## config.mk

```make
export PLATFORM = sky130hd
export DESIGN_NAME = loopback_link_ctrl
export DESIGN_NICKNAME = d
export VERILOG_FILES = /design/src/rtl/loopback_link_ctrl.sv
export SDC_FILE = /design/constraint.sdc
export NUM_CORES = 1
export LEC_CHECK = 0
export ABC_CLOCK_PERIOD_IN_PS = 4100
export CAP_MARGIN = 20
export CORE_ASPECT_RATIO = 0.75
export CORE_UTILIZATION = 40
export DETAILED_ROUTE_END_ITERATION = 10
export PLACE_DENSITY_LB_ADDON = 0.1
export REMOVE_ABC_BUFFERS = 1
export SLEW_MARGIN = 25
export SYNTH_ARGS = -nofsm -noshare
export SYNTH_HDL_FRONTEND = slang
export SYNTH_SLANG_ARGS = --single-unit
```

## constraint.sdc

```tcl
create_clock -name clk -period 4.1 [get_ports clk]
set_clock_uncertainty 0.2 [all_clocks]
set_input_delay 0.615 -clock clk [delete_from_list [all_inputs] [get_ports clk]]
set_output_delay 0.615 -clock clk [all_outputs]
set_load 0.01 [all_outputs]
```

## src/rtl/loopback_link_ctrl.sv

```systemverilog
// Loopback bring-up: PHY handshakes, TX training, RX bit alignment, then counter-stream check.
// Registered outputs land one cycle after their cause; there is no backpressure, so every fifo_rd_valid byte is consumed.
module loopback_link_ctrl #(
   parameter logic [7:0] TRAIN_PATTERN = 8'h0F,
   parameter int         MATCH_COUNT   = 16,
   parameter int         FLUSH_CYCLES  = 32,
   parameter int         TIMEOUT       = 65535,
   parameter int         LOSS_LIMIT    = 4
) (
   input  logic        clk,
   input  logic        rst_n,
   input  logic        start,
   input  logic        tx_rst_seq_done,
   input  logic        rx_rst_seq_done,
   input  logic        tx_dly_rdy,
   input  logic [2:0]  rx_dly_rdy,
   input  logic        tx_vtc_rdy,
   input  logic [2:0]  rx_vtc_rdy,
   output logic        en_vtc,
   output logic        source_rst,
   input  logic [7:0]  gen_data,
   output logic [7:0]  tx_data,
   input  logic [1:0]  fifo_empty,
   output logic        fifo_rd_en,
   input  logic        fifo_rd_valid,
   input  logic [7:0]  rx_data,
   output logic [7:0]  aligned_data,
   output logic        aligned_valid,
   output logic [2:0]  align_offset,
   output logic        link_up,
   output logic        fail,
   output logic [15:0] err_count,
   output logic [2:0]  state
);

   typedef enum logic [2:0] {
      S_IDLE     = 3'd0,
      S_WAIT_PHY = 3'd1,
      S_WAIT_VTC = 3'd2,
      S_TRAIN    = 3'd3,
      S_ALIGN    = 3'd4,
      S_RUN      = 3'd5,
      S_FAIL     = 3'd6
   } state_t;

   state_t      state_q, state_d;
   logic [15:0] tmo_q, tmo_d;
   logic [7:0]  prev_q, prev_d;
   logic [2:0]  cand_q, cand_d;
   logic [7:0]  match_q, match_d;
   logic [2:0]  offset_q, offset_d;
   logic        seeded_q, seeded_d;
   logic [7:0]  exp_q, exp_d;
   logic [7:0]  consec_q, consec_d;
   logic [15:0] err_q, err_d;
   logic [7:0]  adata_q, adata_d;
   logic        avalid_q, avalid_d;
   logic        en_vtc_q, en_vtc_d;
   logic        src_rst_q, src_rst_d;
   logic        link_up_q, link_up_d;
   logic        fail_q, fail_d;

   logic [15:0] win16;
   logic [7:0]  win_cand, win_lock;
   logic        phy_ok, vtc_ok, tmo_hit;

   always_comb begin
      win16    = {rx_data, prev_q};
      win_cand = win16[cand_q +: 8];
      win_lock = win16[offset_q +: 8];
      phy_ok   = tx_rst_seq_done & rx_rst_seq_done & tx_dly_rdy & (&rx_dly_rdy);
      vtc_ok   = tx_vtc_rdy & (&rx_vtc_rdy);
      tmo_hit  = (tmo_q == 16'(TIMEOUT - 1));

      state_d  = state_q;
      prev_d   = fifo_rd_valid ? rx_data : prev_q;
      cand_d   = cand_q;
      match_d  = match_q;
      offset_d = offset_q;
      seeded_d = seeded_q;
      exp_d    = exp_q;
      consec_d = consec_q;
      err_d    = err_q;
      adata_d  = adata_q;
      avalid_d = 1'b0;

      case (state_q)
         S_IDLE: if (start) state_d = S_WAIT_PHY;
         S_WAIT_PHY: begin
            if (phy_ok)       state_d = S_WAIT_VTC;
            else if (tmo_hit) state_d = S_FAIL;
         end
         S_WAIT_VTC: begin
            if (vtc_ok)       state_d = S_TRAIN;
            else if (tmo_hit) state_d = S_FAIL;
         end
         S_TRAIN: begin
            err_d    = '0;
            cand_d   = '0;
            match_d  = '0;
            seeded_d = 1'b0;
            consec_d = '0;
            if (tmo_q == 16'(FLUSH_CYCLES - 1)) state_d = S_ALIGN;
         end
         S_ALIGN: begin
            if (fifo_rd_valid) begin
               avalid_d = 1'b1;
               adata_d  = win_cand;
               if (win_cand == TRAIN_PATTERN) begin
                  match_d = match_q + 8'd1;
                  if (match_d == 8'(MATCH_COUNT)) begin
                     offset_d = cand_q;
                     state_d  = S_RUN;
                  end
               end else begin
                  cand_d  = cand_q + 3'd1;
                  match_d = '0;
               end
            end
            if (tmo_hit && state_d == S_ALIGN) state_d = S_FAIL;
         end
         S_RUN: begin
            if (fifo_rd_valid) begin
               avalid_d = 1'b1;
               adata_d  = win_lock;
               exp_d    = win_lock;
               // Training bytes still in flight are ignored until the counter stream shows up.
               if (!seeded_q) begin
                  if (win_lock != TRAIN_PATTERN) seeded_d = 1'b1;
               end else if (win_lock != exp_q + 8'd1) begin
                  if (err_q != 16'hFFFF) err_d = err_q + 16'd1;
                  consec_d = consec_q + 8'd1;
                  if (consec_d == 8'(LOSS_LIMIT)) state_d = S_TRAIN;
               end else begin
                  consec_d = '0;
               end
            end
         end
         S_FAIL: state_d = S_FAIL;
         default: state_d = S_IDLE;
      endcase

      if (!start) state_d = S_IDLE;

      tmo_d     = (state_d != state_q) ? 16'd0 : tmo_q + 16'd1;
      en_vtc_d  = (state_d inside {S_WAIT_VTC, S_TRAIN, S_ALIGN, S_RUN});
      src_rst_d = (state_d != S_RUN);
      link_up_d = (state_d == S_RUN);
      fail_d    = (state_d == S_FAIL);
   end

   always_ff @(posedge clk) begin
      if (!rst_n) begin
         state_q   <= S_IDLE;
         tmo_q     <= '0;
         prev_q    <= '0;
         cand_q    <= '0;
         match_q   <= '0;
         offset_q  <= '0;
         seeded_q  <= 1'b0;
         exp_q     <= '0;
         consec_q  <= '0;
         err_q     <= '0;
         adata_q   <= '0;
         avalid_q  <= 1'b0;
         en_vtc_q  <= 1'b0;
         src_rst_q <= 1'b1;
         link_up_q <= 1'b0;
         fail_q    <= 1'b0;
      end else begin
         state_q   <= state_d;
         tmo_q     <= tmo_d;
         prev_q    <= prev_d;
         cand_q    <= cand_d;
         match_q   <= match_d;
         offset_q  <= offset_d;
         seeded_q  <= seeded_d;
         exp_q     <= exp_d;
         consec_q  <= consec_d;
         err_q     <= err_d;
         adata_q   <= adata_d;
         avalid_q  <= avalid_d;
         en_vtc_q  <= en_vtc_d;
         src_rst_q <= src_rst_d;
         link_up_q <= link_up_d;
         fail_q    <= fail_d;
      end
   end

   assign fifo_rd_en    = (state_q inside {S_TRAIN, S_ALIGN, S_RUN}) && (fifo_empty == 2'b00);
   assign tx_data       = (state_q == S_RUN) ? gen_data : TRAIN_PATTERN;
   assign aligned_data  = adata_q;
   assign aligned_valid = avalid_q;
   assign align_offset  = offset_q;
   assign link_up       = link_up_q;
   assign fail          = fail_q;
   assign err_count     = err_q;
   assign en_vtc        = en_vtc_q;
   assign source_rst    = src_rst_q;
   assign state         = state_q;

endmodule

```

; ---- Yosys cells after proc, flatten, opt, wreduce, memory -nomap -nowiden
; Cells that the tools add are included.
[op_classes]
eq_ne = 28
bitwise = 5
n_mux = 39
shifts = 2
n_reduce_logical = 22
addsub = 6
[op_table]
columns = operator, count
row1 = two-way mux 16 bit, 4
row2 = two-way mux 8 bit, 8
row3 = two-way mux 3 bit, 16
row4 = case mux 8 bit (2 select lines), 3
row5 = "adder 16 x 1 -> 16 bit, second input constant", 2
row6 = case mux 16 bit (2 select lines), 1
row7 = indexed part select 16 x 4 -> 8 bit, 2
row8 = "adder 8 x 1 -> 8 bit, second input constant", 3
row9 = "== test 3 bit, second input constant", 7
row10 = case mux 3 bit (7 select lines), 1
row11 = "== test 16 bit, second input constant", 1
row12 = "== test 16 x 5 -> 1 bit, second input constant", 1
row13 = "inequality test 16 bit, second input constant", 1
row14 = AND reduction 3 bit, 5
row15 = "== test 3 x 2 -> 1 bit, second input constant", 4
row16 = "inequality test 2 bit, second input constant", 6
row17 = "== test 8 x 3 -> 1 bit, second input constant", 1
row18 = "== test 8 x 4 -> 1 bit, second input constant", 1
row19 = "== test 8 x 5 -> 1 bit, second input constant", 1
row20 = "inequality test 8 x 4 -> 1 bit, second input constant", 1
row21 = inequality test 8 bit, 1
row22 = AND reduction 2 bit, 4
row23 = case mux 3 bit (2 select lines), 1
row24 = nonzero test 2 bit, 3
row25 = other kinds (16), 24
[word_totals]
input_bits = 32
regBits = 87
wordCells = 118
out_inout_bits = 44

; ---- Logic depth before layout (Yosys ltp)
[logic_depth]
depth_word = 13
depth_mapped = 13
depth_no_buf = 9

; ---- Worst setup path after synthesis
; OpenSTA, ideal clock, no wires.
[synth_path]
path_type = input to register
startpoint = input rx_data[1]
endpoint = register err_q[11] (netlist: err_count[11])
required_ps = 3831
path_slack_ps = 779
arrival_time_ps = 3051
cell_stages = 12
setup_ps = 69
path_buffers = 4
cell_sequence = clkbuf_1 -> mux2i_1 -> o22a_1 -> and3_1 -> or4b_1 -> or4_1 -> buf_2 -> a21boi_4 -> buf_6 -> buf_12 -> o31ai_1 -> a21oi_2
[synth_via]
elab_chain_cells = 4
[synth_rtl]
columns = element, line_no
row1 = start: declaration, 26  ; input logic [7:0] rx_data,
row2 = indexed part select 16 x 4 -> 8 bit, 70  ; win_lock = win16[offset_q +: 8];
row3 = inequality test 8 bit, 130  ; end else if (win_lock != exp_q + 8'd1) begin
row4 = inequality test 2 bit (no source line), n/a
row5 = AND reduction 5 bit (no source line), n/a
row6 = end signal: assignment, 180  ; err_q <= err_d;
row7 = end: declaration, 55  ; logic [15:0] err_q, err_d;
; No other way between the ends.
; A chain may end at the register's enable or synchronous reset.

; ---- Final worst setup path
[layout_path]
startpoint = input rx_data[0]
endpoint = register consec_q[3]
[layout_via]
elab_chain_cells = 6
[layout_rtl]
columns = element, line_no
row1 = indexed part select 16 x 4 -> 8 bit, 70
row2 = inequality test 8 bit, 130
row3 = two-way mux 8 bit, 130
row4 = two-way mux 8 bit, 128  ; if (!seeded_q) begin
row5 = two-way mux 8 bit, 123  ; if (fifo_rd_valid) begin
row6 = case mux 8 bit (2 select lines), 87  ; case (state_q)
row7 = end signal: assignment, 179  ; consec_q <= consec_d;
row8 = end: declaration, 54  ; logic [7:0] consec_q, consec_d;
; No other way between the ends. The select of a mux whose other input is x is not followed.

==> results.md <==
Clock network:
- The level count of the clock H-tree is 3.
- The number of buffers inserted by hold repair at cts is 0.
- Post-CTS timing repair inserted 0 buffers for setup.
- Clock tree synthesis selected as its root buffer the cell clkbuf_16.
- TritonCTS built the clock tree.
- No sink is reached through more buffers than the 2 on the longest clock path.
- Clock-pin slew was measured on the worst setup and hold paths at 0.06 ns.
- The clock sink count is 87.
- Counting the buffers created by CTS gives 9.
- The later-pin clock latency in the skew report is 0.35 ns.
- Once the clock tree was built, the resizer swapped 0 gates to a different size.

Drt:
- The number of optimization iterations in the first detailed-route pass is 5.
- Using the TritonRoute via totals, the vias-per-cell ratio works out to 5.75.
- In the final routed layout, each cell accounts on average for 16.5 um.
- The violation count after the first detailed-route iteration is 545.
- Once detail routing completed, the nets flagged for antenna violations numbered 0.
- Across all layers, the routed design uses 5209 vias.
- The total wire length after detailed routing is 14.9 mm.
- In the routed design, unresolved DRC markers number 0.

Layout:
- The combined area of the multi-input logic cells is 3560 um^2.
- The filler-free cell count of the finished design is 906.
- The fraction of final layout cells with drive strength greater than 1 is 11.2%.
- The count of inserted antenna diode cells is 0.
- The area growth from synthesis to layout is 22.8%.
- At the end of the flow, the number of nets in the layout was 771.
- The layout has 1260 filler cells.
- Summing all flip-flop and latch instances after layout gives 1740 um^2.

Floorplan:
- The standard cell core area is 13200 um^2.
- In this run the core area contains 36 standard-cell rows.
- The effective utilization at floorplan is 41.9%.
- In this run the vertical extent of the chip is 104 um.
- The number of primary I/O pins is 76.
- The die covers 14300 um^2.
- The floorplan step set the die width to 138 um.

Yosys:
- The Yosys step of the flow raised 0 warnings.
- Yosys mapped a number of flops with a built-in enable equal to 0.
- The total standard cell area after synthesis is 5550 um^2.
- The count of different cell masters after synthesis is 63.
- In the synthesized netlist the dominant register cell turns out to be dfxtp_1.
- For this run, asynchronously set or reset flops after synthesis account for 0%.
- The average cell area after synthesis is 8.35 um^2.
- Counting every instance in the synthesized netlist gives 664.
- In this run, synthesis produced a sequential element count of 87.
- Sequential elements use 31.4% of the synthesized area.

Critical path:
- The capturing element type of the critical path is a flip-flop.
- The arrival time reported for the critical path endpoint is 3.73 ns.
- The largest individual stage delay along the critical path comes from the cell or4_1.
- The type of the worst setup path is in -> reg.
- The signal on the critical path passes through clkdlybuf4s50_1, mux4_2, nand2b_1, a211oi_1, or4b_1, or4_1, nand3_1, nor2b_1, o221a_2.
- For the worst setup path, the data required time is 4.15 ns.
- For the worst flop-to-flop path, the logic depth is 8.
- In this design, the largest share of critical-path delay is due to simple AND/OR/NAND/NOR gates.
- The critical register-to-register path startpoint is align_offset[1].
- The launching element type of the critical path is an input port.
- The peak per-stage delay on the critical path is 0.69 ns.
- Of all nets on the critical path, the largest fanout is 12.
- The buffer and inverter count on the worst path is 1.
- For flop-to-flop paths, the worst setup slack is 0.52 ns.
- The critical register-to-register path endpoint is consec_q[3].

Global routing:
- The number of antenna violations at the first check in global routing came to 0.
- The maximum number of pins on one net before global-route repair is 30.
- Across every metal layer, demand over resource in global routing totals 21.8%.
- For this run the aggregate overflow at the end of global routing stands at 0.
- Global routing consumed, on the met3 layer, 4.58% of the routing resources.
- The via count of the first global-routing pass is 4676.
- The met2 track utilization from global routing is 31.4%.
- The peak-usage layer in the global routing report is met1.
- The first-pass GRT wire length is 24.5 mm.
- Global routing used 32.1% of the available met1 tracks.

Worst hold path:
- The path class of the tightest hold or removal check is reg -> reg.
- The startpoint of the worst hold path is tmo_q[0].
- The endpoint of the worst hold path is tmo_q[0].
- Along the worst hold path, the cell count comes to 1.

Placed design:
- Buffers placed on the I/O ports in this run total 75.
- The sum of net half-perimeters after detailed placement is 11.0 mm.
- Including well taps, the total number of placed cells is 891.
- The worst slack after detailed placement is 0.0242 ns.
- At the end of routability-driven placement, the weighted congestion stood at 0.869.

Timing:
- The count of final hold-check violations was 0.
- Subtracting the final worst setup slack from the clock period gives 3.68 ns.
- For the pin with the worst max-slew slack, the measured transition is 0.683 ns.
- The total count of max-transition violations in the final report is 0.
- The period utilization is 89.8%.
- Setup repair after global routing left no endpoint under its margin.
- Based on the critical path, the design can be clocked at up to 272 MHz.
- The normalized max-slew margin is 54.4%.
- Adding up every negative setup slack in the final design gives 0 ns.
- The total of endpoints with negative setup slack in the final report is 0.
- The final worst hold slack is 0.283 ns.
- After layout, the worst setup slack is 0.419 ns.

Pwr:
- In this run the power density over the cells is 280 nW/um^2.
- Across the VDD grid, the largest voltage drop is 260 uV.
- Summed over all cells, the static leakage comes to 2.36 nW.

Flow run:
- Max-cap violations in this run came to 0.

Outcome:
- The run finished with clean final reports.
-- worst max path at each step --
| stage | startpoint | end | slack (ns) | cells after the start |
|---|---|---|---|---|
| 5_1_grt | rx_data[0] | consec_q[3] | 0.23 | 9 |
| 2_1_floorplan | align_offset[0] | err_count[11] | 0.31 | 8 |
| 6_report | rx_data[0] | consec_q[3] | 0.42 | 9 |
| 3_3_place_gp | rx_data[0] | consec_q[4] | 0.10 | 9 |
| 4_1_cts | rx_data[0] | consec_q[4] | 0.40 | 9 |
| 3_5_place_dp | rx_data[0] | consec_q[4] | 0.02 | 9 |
-- metal layers --
metal  share of wire, %  up-vias
met1                 50     2502
li1                   -     2560
met2                 43      130
met5                  0        -
met3                5.4       17
met4                1.5        0
-- final cells by class --
| class | count | area share, % |
|---|---|---|
| clock buffer | 11 | 3.57 |
| clock inverter | 4 | 1.03 |
| inverter | 9 | 0.496 |
| multi-input combinational | 525 | 52.3 |
| sequential | 87 | 25.6 |
| tap | 171 | 3.14 |
| timing repair buffer | 99 | 13.9 |
-- report_power, final --
group | switching (mW) | total (mW) | internal (mW)
clock network | 0.338 | 0.883 | 0.545
registers | 0.0148 | 0.867 | 0.852
logic | 0.0789 | 0.157 | 0.0781
-- synthesized netlist by cell type (15+ instances only) --
master | number | area (um^2)
a21oi_1 | 33 | 165
mux2i_1 | 33 | 330
mux4_2 | 16 | 360
o21ai_0 | 16 | 80.1
nand3_1 | 31 | 155
nand2_1 | 66 | 248
a211oi_1 | 20 | 150
nor2_1 | 73 | 274
nor2b_1 | 20 | 125
nand2b_1 | 15 | 93.8
clkbuf_1 | 25 | 93.8
dfxtp_1 | 87 | 1740
-- flip-flops by register name, summed over array words and instances (netlist names) --
register       cells
state              3
err_count         16
link_up            1
fail               1
prev_q             8
aligned_valid      1
exp_q              8
source_rst         1
en_vtc             1
match_q            8
cand_q             3
aligned_data       8
tmo_q             16
align_offset       3
consec_q           8
seeded_q           1
-- placed cells by master, fill, tap and decap left out, drive strengths merged, types with 3 or more instances in the layout --
master          n
nor2b          20
o22a            4
nor3            9
nand2          66
or4             9
inv             9
buf            24
a211oi         20
xor2           14
o31ai          11
nand3          31
nor2           73
ha              8
o21ai          22
o22ai           3
nand2b         15
nand4          12
clkbuf         11
clkdlybuf4s50  75
mux2            3
a31oi           7
nor3b           4
mux4           16
and3           13
dfxtp          87
o221a           4
or2             7
a21oi          39
or3            13
and4            5
nor4            4
and2           13
o211a           6
xnor2           9
mux2i          33
o211ai          7
-- worst register-to-register path: cells and delay by family (launching register included) --
kind	cells	cell delay [ns]
simple gates	6	2.06
flops	1	0.65
compound gates	2	0.56
-- metrics by stage --
step	area [um^2]	util (%)	power, mW
2_1_floorplan	5340	-	0.959
6_report	6810	51.4	1.91
5_1_grt	6810	51.4	1.98
4_1_cts	6810	51.4	1.93
3_3_place_gp	6490	49.0	1.04
3_5_place_dp	6490	49.0	1.04
-- cell families after synthesis --
family / synth area share [%]
xor+xnor: 3.63
simple gates: 27.8
flops: 31.4
mux: 13.1
compound gates: 17.9
fa+ha+maj: 1.81
buf+inv: 4.35
Note: power is estimated with default switching activity, not from simulation.
